File: src/rtl/multi_mode_trigger_fsm.sv
// Multi-mode trigger FSM: detects a selectable trigger edge, holds `active`
// for a run-time length, then `done` for DONE_LEN cycles, then returns to idle.
// Supports retrigger, abort, busy flag and a remaining-cycle count.
module multi_mode_trigger_fsm #(
  parameter int CNT_W     = 8,
  parameter int DONE_LEN  = 1,
  parameter int EDGE_SEL  = 0,
  parameter int RETRIGGER = 0
) (
  input  logic             clk,
  input  logic             reset,
  input  logic             trigger,
  input  logic             abort,
  input  logic [CNT_W-1:0] len,
  output logic             active,
  output logic             done,
  output logic             busy,
  output logic             aborted,
  output logic [CNT_W-1:0] remaining
);

  localparam logic [1:0] S_IDLE   = 2'd0;
  localparam logic [1:0] S_ACTIVE = 2'd1;
  localparam logic [1:0] S_DONE   = 2'd2;

  localparam logic [7:0] DONE_LOAD = 8'(DONE_LEN - 1);

  logic [1:0]       state_q, state_d;
  logic             trig_prev_q;
  logic [CNT_W-1:0] cnt_q, cnt_d;
  logic [7:0]       dcnt_q, dcnt_d;
  logic             aborted_q, aborted_d;

  logic             rise, fall, trig_edge;
  logic [CNT_W-1:0] load_val;

  // Edge qualification against the previous trigger level
  always_comb begin
    rise = trigger & ~trig_prev_q;
    fall = ~trigger & trig_prev_q;
    case (EDGE_SEL)
      0:       trig_edge = rise;
      1:       trig_edge = fall;
      default: trig_edge = rise | fall;
    endcase
    // A length of zero behaves as one cycle, so the counter loads L-1
    load_val = (len == '0) ? '0 : (len - CNT_W'(1));
  end

  // State, counters, trigger history and abort pulse registers
  always_ff @(posedge clk) begin
    if (reset) begin
      state_q     <= S_IDLE;
      trig_prev_q <= 1'b0;
      cnt_q       <= '0;
      dcnt_q      <= '0;
      aborted_q   <= 1'b0;
    end else begin
      state_q     <= state_d;
      trig_prev_q <= trigger;
      cnt_q       <= cnt_d;
      dcnt_q      <= dcnt_d;
      aborted_q   <= aborted_d;
    end
  end

  // Next-state and counter logic; abort outranks end-of-count and retrigger
  always_comb begin
    state_d   = state_q;
    cnt_d     = cnt_q;
    dcnt_d    = dcnt_q;
    aborted_d = 1'b0;
    case (state_q)
      S_IDLE: begin
        if (trig_edge && !abort) begin
          state_d = S_ACTIVE;
          cnt_d   = load_val;
        end
      end
      S_ACTIVE: begin
        if (abort) begin
          state_d   = S_IDLE;
          cnt_d     = '0;
          dcnt_d    = '0;
          aborted_d = 1'b1;
        end else if ((RETRIGGER != 0) && trig_edge) begin
          cnt_d = load_val;
        end else if (cnt_q == '0) begin
          state_d = S_DONE;
          dcnt_d  = DONE_LOAD;
        end else begin
          cnt_d = cnt_q - CNT_W'(1);
        end
      end
      S_DONE: begin
        if (abort) begin
          state_d   = S_IDLE;
          cnt_d     = '0;
          dcnt_d    = '0;
          aborted_d = 1'b1;
        end else if (dcnt_q == 8'd0) begin
          state_d = S_IDLE;
        end else begin
          dcnt_d = dcnt_q - 8'd1;
        end
      end
      default: begin
        state_d = S_IDLE;
        cnt_d   = '0;
        dcnt_d  = '0;
      end
    endcase
  end

  // Outputs decoded from the registered state
  always_comb begin
    active    = (state_q == S_ACTIVE);
    done      = (state_q == S_DONE);
    busy      = active | done;
    aborted   = aborted_q;
    remaining = active ? cnt_q : '0;
  end

endmodule

File: config.mk
export PLATFORM = sky130hd
export DESIGN_NAME = multi_mode_trigger_fsm
export DESIGN_NICKNAME = d
export VERILOG_FILES = /design/src/rtl/multi_mode_trigger_fsm.sv
export SDC_FILE = /design/constraint.sdc
export NUM_CORES = 1
export LEC_CHECK = 0
export CORE_MARGIN = 1
export CORE_UTILIZATION = 30
export DETAILED_ROUTE_END_ITERATION = 12
export PLACE_DENSITY_LB_ADDON = 0.2
export RECOVER_POWER = 25
export SETUP_SLACK_MARGIN = 0.1
export SLEW_MARGIN = 20
export SYNTH_ARGS = -nofsm -noshare
export SYNTH_HDL_FRONTEND = slang
export SYNTH_SLANG_ARGS = --single-unit
File: constraint.sdc
create_clock -name clk -period 6.2 [get_ports clk]
set_input_delay 1.24 -clock clk [delete_from_list [all_inputs] [get_ports clk]]
set_output_delay 1.24 -clock clk [all_outputs]
set_load 0.03 [all_outputs]
# Yosys cells after proc, flatten, opt, wreduce, memory -nomap -nowiden
# Cells that the tools add are included.
word_totals:
  register_bits: 20
  inputBits: 12
  out_inout_bits: 12
op_classes:
  add_sub_neg: 3
  mux: 19
  n_eq_ne: 8
  n_reduce_logical: 11
  bitwise: 5
ops:
  columns: ["cell", "n"]
  rows:
  - ["8-bit two-way mux", 10]
  - ["8-bit case mux with 3 select lines", 2]
  - ["8-bit zero test", 3]
  - ["8-bit by 1-bit subtractor with 8-bit output, second input constant", 3]
  - ["2-bit two-way mux", 5]
  - ["3-bit AND reduction", 3]
  - ["3-bit by 2-bit != test with 1-bit output, second input constant", 2]
  - ["3-bit != test, second input constant", 2]
  - ["2-bit case mux with 3 select lines", 1]
  - ["2-bit != test, second input constant", 2]
  - ["2-bit OR reduction", 2]
  - ["1-bit inverter", 3]
  - ["2-bit by 1-bit equality test with 1-bit output, second input constant", 1]
  - ["2-bit equality test, second input constant", 1]
  - ["2-bit zero test", 1]
  - ["1-bit AND", 1]
  - ["1-bit logical AND", 1]
  - ["1-bit zero test", 1]
  - ["1-bit two-way mux", 1]
  - ["1-bit bitwise OR", 1]

# Logic depth before layout (Yosys ltp)
# Gate-level depths: netlist of the first run.
logic_depth:
  word_depth: 5
  ltp_mapped: 9

# Worst setup path after synthesis of the first run
# OpenSTA, ideal clock, no wires.
synth_timing:
  path_kind: "input to register"
  from: "input abort"
  to: "register cnt_q[6]"
  setup_time_ps: 126
  stages: 5
  setup_slack_ps: 3645
  path_buffers: 0
  arrival_time_ps: 2429
  cell_sequence: "or3b_2 a21oi_1 nor2_1 o41ai_1 o22ai_1"
synth_via:
  elab_chain_cells: 4
  word_cells_on_any_way: 8
  classes_between: "3 x eq/ne; 2 x mux; 3 x reduce/logical"
synth_lines:
  columns: ["item", "line", "source"]
  rows:
  - ["start: declaration", "13", "input logic abort,"]
  - ["1-bit zero test", "75", "if (trig_edge && !abort) begin"]
  - ["1-bit logical AND", "75", null]
  - ["2-bit != test (no line)", null, null]
  - ["3-bit AND reduction (no line)", null, null]
  - ["end signal: assignment", "61", "cnt_q <= cnt_d;"]
  - ["end: declaration", "30", "logic [CNT_W-1:0] cnt_q, cnt_d;"]
# Parallel ways exist; a longest one is shown, timed or not.
# A chain may end at the register's enable or synchronous reset.

# Worst setup path in the final report of the first run
layout_timing:
  from: "register state_q[1]"
  to: "output remaining[2]"
layout_via:
  elab_chain_cells: 2
layout_lines:
  columns: ["item", "line", "source"]
  rows:
  - ["start: declaration", "28", "logic [1:0] state_q, state_d;"]
  - ["start signal: assignment", "59", "state_q <= state_d;"]
  - ["2-bit by 1-bit equality test with 1-bit output", "117", "active = (state_q == S_ACTIVE);"]
  - ["8-bit two-way mux", "121", "remaining = active ? cnt_q : '0;"]
  - ["end: declaration", "19", "output logic [CNT_W-1:0] remaining"]
# No other way between the ends.

==> flow_metrics.env, run 1 <==
export IMPL_worstSetupPathType="reg -> out"
export IMPL_ys_ff_latch=20
export IMPL_ys_seq_area_share_pct=30.4
export IMPL_drcViolationCount=0
export IMPL_fillCellCount=426
export IMPL_grt_pass1_vias=1074
export IMPL_period_share_pct=51.2
export IMPL_crit_path_max_fanout=12
export IMPL_cts_tree="built"
export IMPL_final_max_slew_viol_count=0
export IMPL_powerDensity_nw_per_um2=426
export IMPL_regArea_um2=400
export IMPL_grt_max_degree=13
export IMPL_min_period_ns=3.18
export IMPL_insertion_delay_ns=0.27
export IMPL_tightestPinTransition_ns=0.826
export IMPL_dp_slack_ns=3.00
export IMPL_root_buffer="clkbuf_8"
export IMPL_r2r_start="state_q[1]"
export IMPL_max_freq_ghz=0.315
export IMPL_synth_flop_cell="dfxtp_1"
export IMPL_multi_input_area_um2=851
export IMPL_globalplace_congestion=0.790
export IMPL_setup_violations_final=0
export IMPL_layout_commonest_cell="nor2_1"
export IMPL_end_kind="output port"
export IMPL_pin_count=24
export IMPL_rsz0062_at_grt="false"
export IMPL_timing_final_ws_setup_ns=3.02
export IMPL_post_cts_buffers=0
export IMPL_cts_hold_buf=0
export IMPL_cts_buffer_depth=2
export IMPL_synthesis_nets=182
export IMPL_drv_cap=0
export IMPL_hp_start="cnt_q[6]"
export IMPL_die_h_um=68.3
export IMPL_port_buffers=23
export IMPL_drive_gt1_share_pct=6.59
export IMPL_start_util_pct=32.0
export IMPL_antenna_cells=0
export IMPL_leakage_nw=0.648
export IMPL_viasPerCell=5.12
export IMPL_setup_worst_path_start="state_q[1]"
export IMPL_cp_slowest_cell="clkdlybuf4s50_1"
export IMPL_core_um2=4120
export IMPL_syn_area_per_cell_um2=8.18
export IMPL_worst_hold_path_type="reg -> reg"
export IMPL_vias=1188
export IMPL_placed_area_um2=1580
export IMPL_cts_inserted_buffers=3
export IMPL_synth_async_reset_ratio_pct=0
export IMPL_die_area_um2=4660
export IMPL_worstPathArrival_ns=1.94
export IMPL_crit_family="buffers and inverters"
export IMPL_worst_clock_skew_ns=0.0121
export IMPL_critPathRequiredTime_ns=4.96
export IMPL_path_clk_slew_ns=0.09
export IMPL_peakVddDrop_mv=0.153
export IMPL_routedWlPerCell_um=12.8
export IMPL_core_rowCount=23
export IMPL_synth_edf_count=0
export IMPL_stdcell_area_um2=1650
export IMPL_status="complete, no violations"
export IMPL_setup_tns_ns=0
export IMPL_yosysUniqueCellTypes=40
export IMPL_post_cts_resized=0
export IMPL_cp_slowest_stage_delay_ns=0.66
export IMPL_first_pass_iters=4
export IMPL_synth_area_um2=1320
export IMPL_fin_util_pct=40.0
export IMPL_ant_nets=0
export IMPL_slew_limit_headroom_pct=44.9
export IMPL_dp_hpwl_mm=2.36
export IMPL_drt_iter0_drc=41
export IMPL_syn_inst=161
export IMPL_crit_buf_inv=2
export IMPL_antenna_found_initial=0
export IMPL_drt_total_wl_mm=2.97
export IMPL_yosysWarnings=0
export IMPL_grt_first_pass_wirelength_mm=4.80
export IMPL_cts_sink_count=20
export IMPL_htreeDepth=1
export IMPL_die_w_um=68.3
export IMPL_grt_overflow=0
export IMPL_start_kind="register"
export IMPL_hold_viol=0
export IMPL_final_cell_mix="25 x nor2_1, 20 x dfxtp_1, 19 x clkdlybuf4s50_1"
export IMPL_path_cells="inv_1 > ha_1 > and2_2 > clkdlybuf4s50_1"
export IMPL_layout_nets=204
export IMPL_grtUsageTotal_pct=13.7
export IMPL_whs_ns=0.514
export IMPL_area_delta_synth_final_pct=24.9
[tightest hold or removal path, stage by stage (launching register included)]
cell and delay, ns:
dfxtp_1 0.34, o41ai_1 0.06, o22ai_1 0.07
[stage by stage]
| stage | std cells | total power [mW] |
|---|---|---|
| 3_5_place_dp | 228 | 0.571 |
| 5_1_grt | 232 | 0.756 |
| 3_3_place_gp | 228 | 0.566 |
| 6_report | 232 | 0.700 |
| 4_1_cts | 232 | 0.705 |
| 2_1_floorplan | 161 | 0.490 |
[cells by family after synthesis]
kind of cell	Yosys count	share of synthesized area [%]
xor gates and xnor gates	12	7.98
AOI/OAI and AO/OA	31	16.9
buffers and inverters	14	4.84
and+or+nand+nor	72	28.9
DFF	20	30.4
adders and majority gates	9	8.55
muxes	3	2.47
[state kept, by name, summed over array words and instances, names as in the netlist]
signal       flops
dcnt_q           8
aborted          1
trig_prev_q      1
state_q          2
cnt_q            8
[synth_stat cells, types with 2 or more instances]
master     n  area, um^2
mux2_2     2        22.5
nand3_1    4        20.0
nor2b_1    5        31.3
xnor2_1    3        26.3
a22o_1     5        43.8
nand4_1    5        31.3
o31ai_1    2        15.0
nand2b_1   3        18.8
o21ai_0    2        10.0
dfxtp_1   20         400
o22ai_1    8        50.1
nand2_1    8        30.0
clkbuf_1   4        15.0
nor2_1    25        93.8
xor2_1     9        78.8
nor3_1     3        15.0
a21o_1     3        22.5
ha_1       9         113
o31a_1     2        17.5
nor4_1     3        18.8
and2_1     7        43.8
a21oi_1    4        20.0
inv_1      8        30.0
[routing by layer]
metal,GRT usage (%),routed length [um],up-vias,share of wire (%)
met5,0,0,-,0
met4,4.69,47,0,1.6
met3,2.50,69,4,2.3
met2,22.7,1430,20,48
met1,17.7,1420,549,48
li1,-,-,615,-
[layout make-up]
type,count,area share (%)
Multi-Input combinational cell,127,51.7
Clock buffer,3,2.51
Inverter,8,1.83
Clock inverter,1,1.83
Sequential cell,20,24.3
Timing Repair Buffer,23,14.0
Tap cell,50,3.80
[where the power goes]
group | total [mW] | internal, mW | switching (mW)
registers | 0.197 | 0.161 | 0.0355
logic | 0.371 | 0.158 | 0.213
clock network | 0.133 | 0.0862 | 0.0463
[worst paths after layout]
path	to	slack [ns]	cells past startpoint
worst max-delay path	remaining[2]	3.02	4
worst min-delay path	cnt_q[6]	0.51	2
worst max register to register	dcnt_q[5]	3.74	7
worst min register to register	cnt_q[6]	0.51	2
No activity file was read; power rests on OpenSTA's default activity.
==> run 2: changes to the inputs <==
==> constraint.sdc (replaced) <==
create_clock -name clk -period 3.2 [get_ports clk]
set_input_delay 0.64 -clock clk [delete_from_list [all_inputs] [get_ports clk]]
set_output_delay 0.64 -clock clk [all_outputs]
set_load 0.03 [all_outputs]
==> flow_metrics.env, run 2 (synthesis results as in run 1) <==
export IMPL_grt_max_degree=13
export IMPL_powerDensity_nw_per_um2=794
export IMPL_core_um2=4120
export IMPL_period_share_pct=79.9
export IMPL_port_buffers=23
export IMPL_setup_tns_ns=0
export IMPL_dp_hpwl_mm=2.34
export IMPL_path_cells="inv_1 > ha_1 > and2_2 > clkdlybuf4s50_1"
export IMPL_cts_inserted_buffers=3
export IMPL_viasPerCell=5.01
export IMPL_timing_final_ws_setup_ns=0.642
export IMPL_layout_nets=205
export IMPL_grtUsageTotal_pct=14.4
export IMPL_start_kind="register"
export IMPL_hold_viol=0
export IMPL_drcViolationCount=0
export IMPL_min_period_ns=2.56
export IMPL_htreeDepth=1
export IMPL_layout_commonest_cell="nor2_1"
export IMPL_tightestPinTransition_ns=0.612
export IMPL_worstPathArrival_ns=1.92
export IMPL_top_regs="cnt_q x8, dcnt_q x8, state_q x2"
export IMPL_crit_path_max_fanout=12
export IMPL_cp_slowest_stage_delay_ns=0.66
export IMPL_globalplace_congestion=0.789
export IMPL_timing_rr_end="dcnt_q[6]"
export IMPL_reg2regPathDepth=8
export IMPL_final_cell_mix="25 x nor2_1, 21 x clkdlybuf4s50_1, 20 x dfxtp_1"
export IMPL_rsz0062_at_grt="false"
export IMPL_die_h_um=68.3
export IMPL_cts_tree="built"
export IMPL_end_kind="output port"
export IMPL_post_cts_buffers=0
export IMPL_cts_sink_count=20
export IMPL_ant_nets=0
export IMPL_routedWlPerCell_um=12.8
export IMPL_post_cts_resized=0
export IMPL_drv_cap=0
export IMPL_start_util_pct=32.0
export IMPL_critPathRequiredTime_ns=2.56
export IMPL_die_area_um2=4660
export IMPL_grt_pass1_vias=1128
export IMPL_pin_count=24
export IMPL_total_power_mw=1.30
export IMPL_vias=1168
export IMPL_die_w_um=68.3
export IMPL_cp_slowest_cell="clkdlybuf4s50_1"
export IMPL_drt_total_wl_mm=2.98
export IMPL_cts_buffer_depth=2
export IMPL_antenna_found_initial=0
export IMPL_drt_iter0_drc=47
export IMPL_final_max_slew_viol_count=0
export IMPL_placedCellCount=229
export IMPL_path_clk_slew_ns=0.08
export IMPL_reg2reg_slack_ns=0.90
export IMPL_leakage_nw=0.641
export IMPL_cts_hold_buf=0
export IMPL_grt_first_pass_wirelength_mm=5.02
export IMPL_grt_overflow=0
export IMPL_status="complete, no violations"
export IMPL_worstSetupPathType="reg -> out"
export IMPL_worst_hold_path_type="reg -> reg"
export IMPL_setup_violations_final=0
export IMPL_worst_clock_skew_ns=0.00807
export IMPL_core_rowCount=23
export IMPL_area_delta_synth_final_pct=23.8
export IMPL_max_freq_ghz=0.391
export IMPL_setup_worst_path_start="state_q[1]"
export IMPL_r2r_start="state_q[0]"
export IMPL_crit_end="remaining[2]"
export IMPL_peakVddDrop_mv=0.234
export IMPL_antenna_cells=0
export IMPL_dp_slack_ns=0.608
export IMPL_drive_gt1_share_pct=6.56
export IMPL_root_buffer="clkbuf_8"
export IMPL_insertion_delay_ns=0.26
export IMPL_first_pass_iters=5
export IMPL_slew_limit_headroom_pct=58.8
export IMPL_instances_no_fill=233
==> run 2: changes by cell type in the layout (fill, tap and decap cells not counted), sizes merged <==
cell           previous run  this run
dlygate4sd3               4         2
bufinv                    1         0
clkdlybuf4s50            19        21
clkbuf                    3         5
==> run 2: how the worst min path moves through the flow <==
stage	start	end	slack, ns	depth (start not counted)
finish	cnt_q[6]	cnt_q[6]	0.51	2
global route	cnt_q[6]	cnt_q[6]	0.52	2
CTS	cnt_q[6]	cnt_q[6]	0.51	2
detailed placement	cnt_q[6]	cnt_q[6]	0.49	2
global placement	cnt_q[6]	cnt_q[6]	0.49	2
floorplan	cnt_q[6]	cnt_q[6]	0.46	2
==> run 2: area by class of cell <==
type | instances | area [um^2]
clock buffer | 4 | 55.1
fill | 407 | 2480
inverter | 8 | 30.0
multi-input combinational | 127 | 850
sequential | 20 | 400
tap | 50 | 62.6
timing repair buffer | 24 | 234
==> run 2: layer usage <==
metal	GRT usage (%)	wire length [um]
met5	0	0
met3	2.17	69
met2	22.9	1420
met4	6.77	51
met1	18.9	1430
==> run 2: where the power goes <==
group	total, mW	switching (mW)	leakage, nW	internal (mW)
combinational	0.719	0.415	0.449	0.304
sequential	0.380	0.0675	0.163	0.313
clock	0.197	0.0870	0.0288	0.110
==> run 2: through the flow <==
stage / instance area (um^2) / hold WS, ns / utilization, %
after floorplan: 1320 / 0.463 / -
after global placement: 1580 / 0.495 / 38.5
final: 1630 / 0.511 / 39.6
after CTS: 1640 / 0.505 / 39.8
after detailed placement: 1580 / 0.494 / 38.5
after global routing: 1630 / 0.521 / 39.6
==> run 2: critical path, delay by kind of cell (launching register included) <==
family        cells  cell delay, ns
simple gates      1            0.20
buf+inv           2            0.74
flops             1            0.33
fa+ha+maj         1            0.38
